## src/rtl/gcd_unit_responder_if.sv

```systemverilog
// Request/response val/rdy bundle for the GCD responder.
//   req_val  : request valid (initiator -> responder)
//   req_rdy  : request ready (responder -> initiator)
//   req_msg  : {A, B}, each p_nbits wide
//   resp_val : response valid (responder -> initiator)
//   resp_rdy : response ready (initiator -> responder)
//   resp_msg : gcd(A, B)
interface gcd_unit_responder_if #(
    parameter int unsigned p_nbits = 16
) ();
    logic                   req_val;
    logic                   req_rdy;
    logic [2*p_nbits-1:0]   req_msg;
    logic                   resp_val;
    logic                   resp_rdy;
    logic [p_nbits-1:0]     resp_msg;

    modport master (
        output req_val,
        input  req_rdy,
        output req_msg,
        input  resp_val,
        output resp_rdy,
        input  resp_msg
    );

    modport slave (
        input  req_val,
        output req_rdy,
        input  req_msg,
        output resp_val,
        input  resp_rdy,
        output resp_msg
    );
endinterface

```

## src/rtl/gcd_unit_responder.sv

```systemverilog
// Iterative Euclid GCD responder. Accepts {A, B} on the request channel, reduces by
// subtract/swap one step per cycle, and presents gcd(A, B) on the response channel.
// One request in flight; no new request is taken until the response has fired.
//   clk   : clock, rising edge
//   reset : asynchronous, active-low
//   gcd   : request/response bundle (slave side)
//   busy  : high while computing or holding a response
module gcd_unit_responder #(
    parameter int unsigned p_nbits = 16
) (
    input  logic                  clk,
    input  logic                  reset,
    gcd_unit_responder_if.slave   gcd,
    output logic                  busy
);

    typedef enum logic [1:0] {
        StIdle,
        StCalc,
        StDone
    } state_e;

    state_e               state_q, state_d;
    logic [p_nbits-1:0]   a_q, a_d;
    logic [p_nbits-1:0]   b_q, b_d;
    logic                 req_rdy_q, req_rdy_d;
    logic                 resp_val_q, resp_val_d;
    logic                 busy_q, busy_d;

    always_comb begin
        state_d = state_q;
        a_d     = a_q;
        b_d     = b_q;
        unique case (state_q)
            StIdle: begin
                if (gcd.req_val) begin
                    a_d     = gcd.req_msg[2*p_nbits-1:p_nbits];
                    b_d     = gcd.req_msg[p_nbits-1:0];
                    state_d = StCalc;
                end
            end
            StCalc: begin
                if (b_q == '0) begin
                    state_d = StDone;
                end else if (a_q < b_q) begin
                    a_d = b_q;
                    b_d = a_q;
                end else begin
                    // a_q >= b_q here, so this cannot wrap.
                    a_d = a_q - b_q;
                end
            end
            StDone: begin
                if (gcd.resp_rdy) begin
                    state_d = StIdle;
                end
            end
            default: state_d = StIdle;
        endcase

        // Outputs are registered copies of the decode of the next state.
        req_rdy_d  = (state_d == StIdle);
        resp_val_d = (state_d == StDone);
        busy_d     = (state_d != StIdle);
    end

    always_ff @(posedge clk or negedge reset) begin
        if (!reset) begin
            state_q    <= StIdle;
            a_q        <= '0;
            b_q        <= '0;
            req_rdy_q  <= 1'b1;
            resp_val_q <= 1'b0;
            busy_q     <= 1'b0;
        end else begin
            state_q    <= state_d;
            a_q        <= a_d;
            b_q        <= b_d;
            req_rdy_q  <= req_rdy_d;
            resp_val_q <= resp_val_d;
            busy_q     <= busy_d;
        end
    end

    assign gcd.req_rdy  = req_rdy_q;
    assign gcd.resp_val = resp_val_q;
    assign gcd.resp_msg = a_q;
    assign busy         = busy_q;

endmodule

```

## src/flat_wrapper.sv

```systemverilog
// flat-port wrapper written by rule: the top's interface ports become plain ports
module gcd_unit_responder_flat 
#(
    parameter int unsigned p_nbits = 16
)
  (clk, reset, busy, gcd_req_val, gcd_req_rdy, gcd_req_msg, gcd_resp_val, gcd_resp_rdy, gcd_resp_msg);
  gcd_unit_responder_if #(.p_nbits(p_nbits)) gcd_i ();
  input  logic clk;
  input  logic reset;
  output logic busy;
  input wire logic [$bits(gcd_i.req_val)-1:0] gcd_req_val;
  output wire logic [$bits(gcd_i.req_rdy)-1:0] gcd_req_rdy;
  input wire logic [$bits(gcd_i.req_msg)-1:0] gcd_req_msg;
  output wire logic [$bits(gcd_i.resp_val)-1:0] gcd_resp_val;
  input wire logic [$bits(gcd_i.resp_rdy)-1:0] gcd_resp_rdy;
  output wire logic [$bits(gcd_i.resp_msg)-1:0] gcd_resp_msg;
  assign gcd_i.req_val = gcd_req_val;
  assign gcd_req_rdy = gcd_i.req_rdy;
  assign gcd_i.req_msg = gcd_req_msg;
  assign gcd_resp_val = gcd_i.resp_val;
  assign gcd_i.resp_rdy = gcd_resp_rdy;
  assign gcd_resp_msg = gcd_i.resp_msg;
  gcd_unit_responder #(.p_nbits(p_nbits)) u_core (.clk(clk), .reset(reset), .gcd(gcd_i), .busy(busy));
endmodule
```

## config.mk

```make
export PLATFORM = sky130hd
export DESIGN_NAME = gcd_unit_responder_flat
export DESIGN_NICKNAME = d
export VERILOG_FILES = /design/src/rtl/gcd_unit_responder_if.sv /design/src/rtl/gcd_unit_responder.sv /design/src/flat_wrapper.sv
export SDC_FILE = /design/constraint.sdc
export NUM_CORES = 1
export LEC_CHECK = 0
export BUFFER_PORTS_ARGS = -buffer_cell sky130_fd_sc_hd__buf_2
export CAP_MARGIN = 20
export CORE_AREA = 2 2 99 101
export CTS_BUF_LIST = sky130_fd_sc_hd__clkbuf_8
export DETAILED_ROUTE_END_ITERATION = 12
export DIE_AREA = 0 0 101 103
export PLACE_DENSITY = 0.59
export SETUP_SLACK_MARGIN = 0.2
export SYNTH_ARGS = -nofsm -noshare
export SYNTH_HDL_FRONTEND = slang
export SYNTH_SLANG_ARGS = --single-unit
```

## constraint.sdc

```tcl
create_clock -name clk -period 3.2 [get_ports clk]
set_input_delay 0.32 -clock clk [delete_from_list [all_inputs] [get_ports clk]]
set_output_delay 0.32 -clock clk [all_outputs]
set_load 0.01 [all_outputs]
```

==> After elaboration in Yosys (flattened, before gate mapping) <==
Cells that the tools add are included.
{ "word_totals": {"reg_bits": 37, "latchBits": 0, "ramBits": 0, "mem_bits_ro": 0, "out_inout_bits": 19, "word_cells": 33, "memories": 0} }
{ "op_classes": {"addsub": 1, "n_mul": 0, "div": 0, "n_lt_le_gt_ge": 1, "n_eq_ne": 6, "n_shift": 0, "mux": 12, "bitwise_logic": 0, "n_reduce_logical": 7} }
{ "op_table": {"columns": ["cell", "count"], "rows": [
  ["$mux W16", 6],
  ["$pmux W16 S2", 2],
  ["$logic_not A16 Y1", 1],
  ["$lt A16 B16 Y1", 1],
  ["$sub A16 B16 Y16", 1],
  ["$mux W2", 3],
  ["$pmux W2 S3", 1],
  ["$eq A2 B2 Y1 const B", 2],
  ["$logic_not A2 Y1", 2],
  ["$ne A2 B2 Y1 const B", 2],
  ["$reduce_and A4 Y1", 1],
  ["$reduce_bool A2 Y1", 2],
  ["$reduce_and A3 Y1", 1],
  ["$eq A2 B1 Y1 const B", 1],
  ["$ne A2 B1 Y1 const B", 1]
]} }

==> Longest topological paths before layout <==
Gate-level depths: netlist (run 1).
{ "logic_depth": {"depth_word": 4, "mapped_depth": 11} }

==> Worst setup path after synthesis (run 1) <==
Ideal clock, no wire load.
{ "synth_path": {"kind": "register to register", "start": "register u_core.a_q[0], in the netlist u_core.gcd.resp_msg[0]", "end": "register u_core.a_q[8], in the netlist u_core.gcd.resp_msg[8]", "arrival_time_ns": 2.651, "t_required_ns": 3.096, "setup_slack_ns": 0.445, "path_stages_with_launch": 11, "synth_period_minus_slack_ns": 2.755, "cell_sequence": "dfrtp_1 > inv_1 > ha_1 > fa_1 > and2b_1 > o2111ai_2 > a31oi_2 > o32ai_4 > o21a_4 > or4_1 > o311ai_1"} }
{ "synth_via": {"elab_chain_len": 4} }
{ "synth_lines": {"columns": ["item", "line", "rtl"], "rows": [
  ["start, declared", "gcd_unit_responder.sv:24", "logic [p_nbits-1:0] a_q, a_d;"],
  ["start signal, assigned", "gcd_unit_responder.sv:70", "a_q <= '0;"],
  ["start signal, assigned", "gcd_unit_responder.sv:77", "a_q <= a_d;"],
  ["$sub A16 B16 Y16 or $lt A16 B16 Y1 (tied branches)", "gcd_unit_responder.sv:50, gcd_unit_responder.sv:45", null],
  ["$mux W16 (*)", "gcd_unit_responder.sv:45", "end else if (a_q < b_q) begin"],
  ["$mux W16 (*)", "gcd_unit_responder.sv:43", "if (b_q == '0) begin"],
  ["$pmux W16 S2 (*)", "gcd_unit_responder.sv:34", "unique case (state_q)"]
]} }
Every way passes the cells marked *; elsewhere a longest branch is shown, timed or not. The select of a mux whose other input is x is not followed.
A chain may end at the register's enable or synchronous reset.

==> Final worst setup path (run 1) <==
Ends and elaborated chain as after synthesis.

==> results.py, run 1 <==
metrics = {
    "yosys": {
        "syn_area_sq_mm": 0.00276,
        "yosys_register_bits": 37,
        "syn_inst": 313,
        "synth_edf_count": 0,
        "ys_seq_area_frac": 0.335,
        "synth_ff_type": "dfrtp_1",
        "synth.avg_cell_area_sq_um": 8.83,
        "ys_types": 57,
        "synth_nets": 366,
        "async_reset_ff_frac": 1.00,
        "synth_warnings": 0,
    },
    "cells_and_area": {
        "design_area_sq_mm": 0.00329,
        "seq_area_sq_um": 928,
        "fillers": 1015,
        "num_antenna_cells": 0,
        "multi_input_area_sq_mm": 0.00170,
        "synthToLayoutAreaGrowth_pct": 19.0,
        "nets": 418,
        "drive_above_1_share": 0.216,
        "final_cell_count_no_fill": 480,
        "layout_commonest_cell": "buf_2",
        "layout_common_cells": "buf_2, dfrtp_1, a21oi_1, nand2_1",
    },
    "setup_path": {
        "required_ps": 3400,
        "cp_top_family": "compound AO/OA/AOI/OAI gates",
        "crit_chain": "inv_1 > ha_1 > fa_1 > and2b_1 > o2111ai_2 > a31oi_4 > o32ai_4 > o21a_4 > or4_1 > o311ai_1",
        "cpPeakStageDelay_ps": 530,
        "cp-start-kind": "flip-flop",
        "worst_ep_arrival_time_ps": 3080,
        "worstPathMaxFanout": 13,
        "critPathKind": "reg2reg",
        "crit_slowest_cell": "or4_1",
        "critPathCaptureType": "flip-flop",
        "path_buf_inv": 1,
    },
    "die": {
        "row_count": 36,
        "start_util": 0.292,
        "design.core.area_sq_mm": 0.00946,
        "die_w_um": 101,
        "die_area_sq_mm": 0.0104,
        "io_pins": 55,
        "die_y_um": 103,
    },
    "timing": {
        "maxSlewViolCount": 0,
        "setup_violations": 0,
        "setup_slack_ps": 316,
        "finalCriticalPeriod_ps": 2880,
        "maxSlewHeadroom": 0.326,
        "worstMarginPinSlew_ps": 1010,
        "finalHoldViolCount": 0,
        "skew_ps": 7.03,
        "rsz0062_at_grt": "yes",
        "fin_tns_setup_ps": 0,
        "fin_crit_sh": 0.901,
        "timing.fmax_mhz": 347,
    },
    "routing": {
        "firstDrtPassIters": 4,
        "routed_via_density": 5.70,
        "drtIter0Drc": 167,
        "wirelength_um": 8590,
        "drc_errors": 0,
        "ant_nets": 0,
        "wl_per_cell_um": 17.9,
        "vias": 2736,
    },
    "grt": {
        "grt_pass1_wl_um": 13600,
        "grt_max_degree": 38,
        "gr-usage-all-layers": 0.167,
        "grt-ovfl-total": 0,
        "grt_pass1_vias": 2642,
        "antenna_found_initial": 0,
    },
    "pwr": {
        "pwr-share-clk": 0.091,
        "powerDensity_mw_per_mm2": 1410,
        "ir_drop_v": 0.000415,
        "seq_power_share": 0.212,
        "internal-power_uw": 2370,
        "p_leak_uw": 0.00152,
        "combinationalPowerShare": 0.697,
        "total_power_uw": 4640,
        "swShare": 0.488,
        "power_switching_uw": 2270,
    },
    "run_status": {
        "status": "completed",
    },
    "clock_network": {
        "postCtsHoldBufs": 0,
        "cts_buffer_depth": 2,
        "h-tree-depth": 2,
        "numCtsBuffers": 5,
        "cts-root-buf": "clkbuf_8",
        "cts_tree": "done",
        "clk_latency_ps": 300,
        "path_clk_slew_ps": 80,
        "clock_sinks": 37,
    },
    "place": {
        "placed_cell_area_sq_mm": 0.00314,
        "place_ws_ps": 285,
        "portBuffers": 54,
        "gp_congestion": 0.869,
        "place_inst": 471,
        "dpl.hpwl_um": 6410,
    },
    "job": {
        "cap_viol_max_count": 0,
    },
    "worst_hold_path": {
        "hp-class": "in2async",
    },
}
## cell type report
type                    count  area share
clock buffers               5      0.0209
clock inverters             3      0.0141
inverters                  21      0.0240
multi-input cells         241       0.518
flip-flops and latches     37       0.282
well taps                 114      0.0434
repair buffers             59      0.0974
## power groups by stage
stage                     Clock, uW  Combinational, uW  Sequential, uW
final                           421               3240             984
after global placement            0               3080             988
after floorplan                   0               2430             938
after global routing            442               3550            1010
after detailed placement          0               3120             984
after CTS                       428               3130             979
## Yosys cell counts (2+ instances only)
library cell	n	share of area
o221ai_1	3	0.0095
o22ai_1	5	0.011
nor3_1	2	0.0036
clkbuf_1	10	0.014
mux2i_1	3	0.011
nor2_1	15	0.020
nand4_1	3	0.0068
o21ai_4	2	0.012
and3_1	20	0.045
buf_2	3	0.0054
xor2_1	2	0.0063
a21oi_1	28	0.051
or3_1	6	0.014
a211oi_1	2	0.0054
nor2b_1	6	0.014
xnor2_1	7	0.022
a31oi_1	7	0.016
ha_1	16	0.072
nand3_1	3	0.0054
o21ai_1	2	0.0036
dfrtp_1	36	0.33
or4_1	2	0.0054
nand2b_1	8	0.018
o21a_1	3	0.0081
o211ai_1	3	0.0081
o21ai_0	16	0.029
a221o_1	16	0.058
nor4_1	4	0.0091
o22a_1	3	0.0095
o311ai_1	3	0.0095
a21o_1	3	0.0081
inv_1	20	0.027
nand2_1	27	0.037
## through the flow
| step | hold slack (ps) | utilization |
|---|---|---|
| after floorplan | 24.4 | - |
| final | 128 | 0.348 |
| after global placement | 480 | 0.332 |
| after CTS | 166 | 0.344 |
| after global routing | 201 | 0.348 |
| after detailed placement | 492 | 0.332 |
## kinds of logic after synthesis
kind of cell	Yosys count	share of synthesized area
buffers and inverters	35	0.0516
flip-flops	37	0.335
AO/OA/AOI/OAI	111	0.300
AND/OR/NAND/NOR	100	0.190
multiplexers	4	0.0149
XOR/XNOR	9	0.0285
adder cells (fa/ha/maj)	17	0.0797
## sequential cells by signal (all words and copies together) (netlist names)
name / cells
u_core.b_q: 16
u_core.busy: 1
u_core.gcd.req_rdy: 1
u_core.gcd.resp_msg: 16
u_core.gcd.resp_val: 1
u_core.state_q: 2
## final timing paths
check | startpoint | end | slack, ps | depth (start not counted)
setup / recovery | u_core.gcd.resp_msg[0] | u_core.gcd.resp_msg[8] | 320 | 10
hold / removal | reset | u_core.gcd.resp_msg[6] | 130 | 1
setup reg to reg | u_core.gcd.resp_msg[0] | u_core.gcd.resp_msg[8] | 320 | 10
hold reg to reg | u_core.b_q[10] | u_core.b_q[10] | 570 | 1
max in group asynchronous | reset | u_core.gcd.resp_msg[0] | 2480 | 1
min in group clk | gcd_resp_rdy | u_core.gcd.resp_val | 320 | 3
## metal layers
metal,vias to the layer above,GRT usage,wire length [um]
li1,1285,-,-
met1,1351,0.210,3710
met2,94,0.299,4240
met3,6,0.0271,552
met4,0,0.0447,92
met5,-,0,0
## what timing repair did
action / 4_1_cts / 5_1_grt
resized for setup: 0 / 2
buffers inserted: 0 / 1
endpoints found under the setup margin: 0 / 17
(Power assumes the default switching activity.)
==> inputs of run 2 (changes only) <==
- CELL_PAD_IN_SITES_DETAIL_PLACEMENT: not set -> 0
- CELL_PAD_IN_SITES_GLOBAL_PLACEMENT: not set -> 1
- PLACE_DENSITY: 0.59 -> 0.72
==> run 2 against run 1 <==
Net effect:
- critical path depth increased by 1
- clock skew grew 2.8 ps
- sequential share of layout area fell by 0.18 points
- clock-buffer cell count is the same
- maximum frequency grew 1.5%
- design area increased by 0.65%
- wire length up 4.6%
- die area unchanged
- clock power is 20% lower
- non-clock buffer count up 5
==> results.py, run 2 (synthesized netlist as in run 1, its figures left out) <==
metrics = {
    "cells_and_area": {
        "multi_input_area_sq_mm": 0.00170,
        "fillers": 998,
        "synthToLayoutAreaGrowth_pct": 19.7,
        "seq_area_sq_um": 928,
        "final_cell_count_no_fill": 485,
        "num_antenna_cells": 0,
        "nets": 423,
        "drive_above_1_share": 0.226,
        "layout_common_cells": "buf_2, dfrtp_1, a21oi_1, nand2_1",
        "layout_commonest_cell": "buf_2",
    },
    "grt": {
        "grt_max_degree": 38,
        "gr-usage-all-layers": 0.176,
        "grt-ovfl-total": 0,
        "antenna_found_initial": 0,
        "grt_pass1_vias": 2634,
        "grt_pass1_wl_um": 14200,
    },
    "routing": {
        "wirelength_um": 8990,
        "drtIter0Drc": 142,
        "drc_errors": 0,
        "firstDrtPassIters": 4,
        "routed_via_density": 5.56,
        "wl_per_cell_um": 18.5,
        "vias": 2695,
        "ant_nets": 0,
    },
    "clock_network": {
        "cts_tree": "done",
        "numCtsBuffers": 5,
        "path_clk_slew_ps": 90,
        "cts_buffer_depth": 2,
        "h-tree-depth": 2,
        "clk_latency_ps": 290,
        "cts-root-buf": "clkbuf_8",
        "clock_sinks": 37,
    },
    "setup_path": {
        "crit_slowest_cell": "dfrtp_2",
        "critPathKind": "reg2reg",
        "critPathCaptureType": "flip-flop",
        "crit_chain": "inv_1 > ha_1 > fa_1 > and2b_1 > o2111ai_2 > a31oi_4 > o32ai_4 > o21a_4 > o21ai_4 > buf_12 > a221o_1",
        "cp_top_family": "compound AO/OA/AOI/OAI gates",
        "cp-start-kind": "flip-flop",
        "cpPeakStageDelay_ps": 450,
        "path_buf_inv": 2,
        "worst_ep_arrival_time_ps": 3010,
        "cp.depth": 11,
        "worstPathMaxFanout": 12,
        "required_ps": 3370,
        "reg2reg_depth": 11,
    },
    "timing": {
        "fin_crit_sh": 0.888,
        "maxSlewViolCount": 0,
        "skew_ps": 9.79,
        "worstMarginPinSlew_ps": 890,
        "fin_tns_setup_ps": 0,
        "setup_violations": 0,
        "maxSlewHeadroom": 0.407,
        "rsz0062_at_grt": "no",
        "finalHoldViolCount": 0,
        "timing.fmax_mhz": 352,
        "finalCriticalPeriod_ps": 2840,
    },
    "die": {
        "start_util": 0.292,
        "row_count": 36,
        "die_w_um": 101,
        "die_area_sq_mm": 0.0104,
        "design.core.area_sq_mm": 0.00946,
        "die_y_um": 103,
        "io_pins": 55,
    },
    "job": {
        "cap_viol_max_count": 0,
    },
    "pwr": {
        "pwr-share-clk": 0.071,
        "powerDensity_mw_per_mm2": 1420,
        "power_switching_uw": 2310,
        "ir_drop_v": 0.000353,
        "combinationalPowerShare": 0.724,
        "internal-power_uw": 2400,
        "p_leak_uw": 0.00154,
        "seq_power_share": 0.205,
        "total_power_uw": 4720,
        "swShare": 0.490,
    },
    "place": {
        "place_inst": 474,
        "portBuffers": 54,
        "gp_congestion": 0.882,
        "dpl.hpwl_um": 6520,
    },
    "worst_hold_path": {
        "hp-class": "in2async",
    },
    "run_status": {
        "status": "completed",
    },
}
## run 2: cell count changes in the layout (fill, tap and decap cells not counted), sizes merged
| cell | delta |
|---|---|
| bufinv | -1 |
| clkinv | +1 |
| buf | +5 |
## run 2: final timing paths
check                      slack [ps]                    from                endpoint
setup reg to reg                  360  u_core.gcd.resp_msg[0]          u_core.b_q[13]
setup / recovery                  360  u_core.gcd.resp_msg[0]          u_core.b_q[13]
min in group clk                  340            gcd_resp_rdy     u_core.gcd.resp_val
hold reg to reg                   550           u_core.b_q[8]           u_core.b_q[8]
hold / removal                    150                   reset  u_core.gcd.resp_msg[6]
max in group asynchronous        2450                   reset  u_core.gcd.resp_msg[0]
## run 2: layout make-up
type / instances / area share
Sequential cell: 37 / 0.281
Clock buffer: 5 / 0.0208
Clock inverter: 3 / 0.00529
Timing Repair Buffer: 64 / 0.112
Inverter: 21 / 0.0238
Multi-Input combinational cell: 241 / 0.515
Tap cell: 114 / 0.0431
## run 2: worst register-to-register path, delay by kind of cell (launching register included)
family                   cells  cell delay (ps)
adder cells (fa/ha/maj)      2              370
flip-flops                   1              450
AND/OR/NAND/NOR              1              210
AO/OA/AOI/OAI                6             1450
buffers and inverters        2              260
## run 2: repair_timing
action	in CTS	in global routing
gates resized for setup	0	2
setup buffers	0	3
endpoints found under the hold margin	0	0
hold buffers	0	0
setup endpoints to repair	0	19
## run 2: stage by stage
| step | util | worst slack (ps) | hold slack, ps | cell area [sq um] |
|---|---|---|---|---|
| 5_1_grt | 0.350 | 222 | 218 | 3310 |
| 6_report | 0.350 | 359 | 146 | 3310 |
| 2_1_floorplan | - | 445 | 24.4 | 2760 |
| 4_1_cts | 0.345 | 266 | 168 | 3260 |
| 3_5_place_dp | 0.336 | 283 | 487 | 3180 |
| 3_3_place_gp | 0.336 | 344 | 474 | 3180 |
## run 2: power by group through the flow
stage / Combinational, uW / Clock, uW / Sequential, uW
after global placement: 3200 / 0 / 968
after global routing: 3750 / 364 / 1010
after floorplan: 2430 / 0 / 938
after CTS: 3260 / 340 / 964
final: 3410 / 335 / 968
after detailed placement: 3230 / 0 / 972
## run 2: metal layers
| layer | GRT usage | part of all wire |
|---|---|---|
| met1 | 0.241 | 0.47 |
| met4 | 0.0447 | 0.0044 |
| met2 | 0.294 | 0.49 |
| met3 | 0.0224 | 0.043 |
| met5 | 0 | 0 |
==> inputs of run 3 (changes only) <==
- CELL_PAD_IN_SITES_DETAIL_PLACEMENT: 0 -> 1
- CELL_PAD_IN_SITES_GLOBAL_PLACEMENT: 1 -> 2
- PLACE_DENSITY: 0.72 -> 0.84
==> run 3 against run 2 <==
Net effect:
- flip-flop and latch count unchanged
- clock-buffer cell count stayed put
- core utilization up 1.3 points
- critical path type unchanged
==> results.py, run 3 (synthesized netlist as in run 1, its figures left out) <==
metrics = {
    "clock_network": {
        "cts-root-buf": "clkbuf_8",
        "path_clk_slew_ps": 80,
        "cts_buffer_depth": 2,
        "clk_latency_ps": 300,
        "clock_sinks": 37,
        "h-tree-depth": 2,
        "numCtsBuffers": 5,
        "cts_tree": "done",
    },
    "pwr": {
        "power_switching_uw": 2490,
        "powerDensity_mw_per_mm2": 1500,
        "swShare": 0.484,
        "total_power_uw": 5150,
        "pwr-share-clk": 0.097,
        "combinationalPowerShare": 0.714,
        "seq_power_share": 0.190,
        "ir_drop_v": 0.000396,
        "p_leak_uw": 0.00161,
        "internal-power_uw": 2660,
    },
    "worst_hold_path": {
        "hp-class": "in2async",
    },
    "routing": {
        "wirelength_um": 9860,
        "drc_errors": 0,
        "firstDrtPassIters": 4,
        "drtIter0Drc": 160,
        "wl_per_cell_um": 20.0,
        "vias": 2780,
        "ant_nets": 0,
        "routed_via_density": 5.64,
    },
    "setup_path": {
        "cp-start-kind": "flip-flop",
        "worstPathMaxFanout": 8,
        "critPathKind": "reg2reg",
        "required_ps": 3420,
        "critPathCaptureType": "flip-flop",
        "worst_ep_arrival_time_ps": 3140,
    },
    "die": {
        "row_count": 36,
        "die_area_sq_mm": 0.0104,
        "die_w_um": 101,
        "start_util": 0.292,
        "design.core.area_sq_mm": 0.00946,
        "io_pins": 55,
        "die_y_um": 103,
    },
    "timing": {
        "fin_crit_sh": 0.912,
        "finalCriticalPeriod_ps": 2920,
        "maxSlewHeadroom": 0.417,
        "finalHoldViolCount": 0,
        "holdWs_ps": 133,
        "skew_ps": 4.45,
        "worstMarginPinSlew_ps": 875,
        "rsz0062_at_grt": "no",
        "setup_violations": 0,
        "maxSlewViolCount": 0,
        "timing.fmax_mhz": 343,
        "fin_tns_setup_ps": 0,
    },
    "cells_and_area": {
        "fin_util": 0.362,
        "drive_above_1_share": 0.243,
        "synthToLayoutAreaGrowth_pct": 24.0,
        "layout_common_cells": "buf_2, dfrtp_1, a21oi_1, nand2_1",
        "num_antenna_cells": 0,
        "design_area_sq_mm": 0.00343,
        "fillers": 1142,
        "layout_commonest_cell": "buf_2",
        "nets": 431,
    },
    "grt": {
        "gr-usage-all-layers": 0.190,
        "grt-ovfl-total": 0,
        "antenna_found_initial": 0,
        "grt_max_degree": 38,
        "grt_pass1_wl_um": 15400,
        "grt_pass1_vias": 2825,
    },
    "place": {
        "portBuffers": 54,
        "gp_congestion": 0.853,
        "dpl.hpwl_um": 7160,
        "placed_cell_area_sq_mm": 0.00317,
    },
    "run_status": {
        "status": "completed",
    },
    "job": {
        "cap_viol_max_count": 0,
    },
}
[run 3: cell count changes in the layout (fill, tap and decap cells not counted)]
cell        change
clkinv_2        -1
o2111ai_4       +1
o2111ai_2       -1
clkinvlp_4      -1
bufinv_16       +2
buf_4           +8
[run 3: timing repair]
action | 4_1_cts | 5_1_grt
hold buffers | 0 | 0
setup endpoints to repair | 0 | 26
setup buffers | 0 | 10
resized for setup | 0 | 3
[run 3: cell type report]
class / instances / area (sq um) / area share
timing repair buffer: 72 / 430 / 0.126
clock inverter: 3 / 65.1 / 0.0190
inverter: 21 / 78.8 / 0.0230
sequential: 37 / 928 / 0.271
tap: 114 / 143 / 0.0416
clock buffer: 5 / 68.8 / 0.0201
multi-input combinational: 241 / 1710 / 0.500
[run 3: final timing paths]
path | depth (start not counted) | end | from | slack [ps]
setup / recovery | 10 | u_core.gcd.resp_msg[1] | u_core.b_q[0] | 280
hold / removal | 1 | u_core.gcd.resp_msg[9] | reset | 130
setup reg to reg | 10 | u_core.gcd.resp_msg[1] | u_core.b_q[0] | 280
hold reg to reg | 1 | u_core.b_q[8] | u_core.b_q[8] | 560
max in group asynchronous | 1 | u_core.gcd.resp_msg[0] | reset | 2460
min in group clk | 3 | u_core.gcd.resp_val | gcd_resp_rdy | 340
[run 3: power by group through the flow]
stage                     registers (uW)  logic [uW]  clock network, uW
after detailed placement             983        3240                  0
after CTS                            979        3280                501
final                                976        3670                498
after floorplan                      938        2430                  0
after global placement               978        3140                  0
after global routing                1010        4060                517
[run 3: routing by layer]
metal,part of all wire,routed length (um),vias up,global-route usage
met3,0.028,274,15,0.0136
met5,0,0,-,0
met2,0.48,4760,58,0.316
met1,0.47,4650,1400,0.271
li1,-,-,1307,-
met4,0.018,176,0,0.0447
[run 3: per-stage QoR]
step           std cells  worst slack (ps)
3_5_place_dp         475               232
2_1_floorplan        313               445
3_3_place_gp         475               338
6_report             493               280
5_1_grt              493               145
4_1_cts              483               203
[run 3: worst max-delay path: stages (launching register included)]
cell       delay (ps)
dfrtp_1           430
ha_1              250
fa_1              430
and2b_1           290
o2111ai_4         150
a31oi_4           250
o32ai_4           130
o21a_4            270
buf_4             160
mux2_1            320
a31oi_1           170
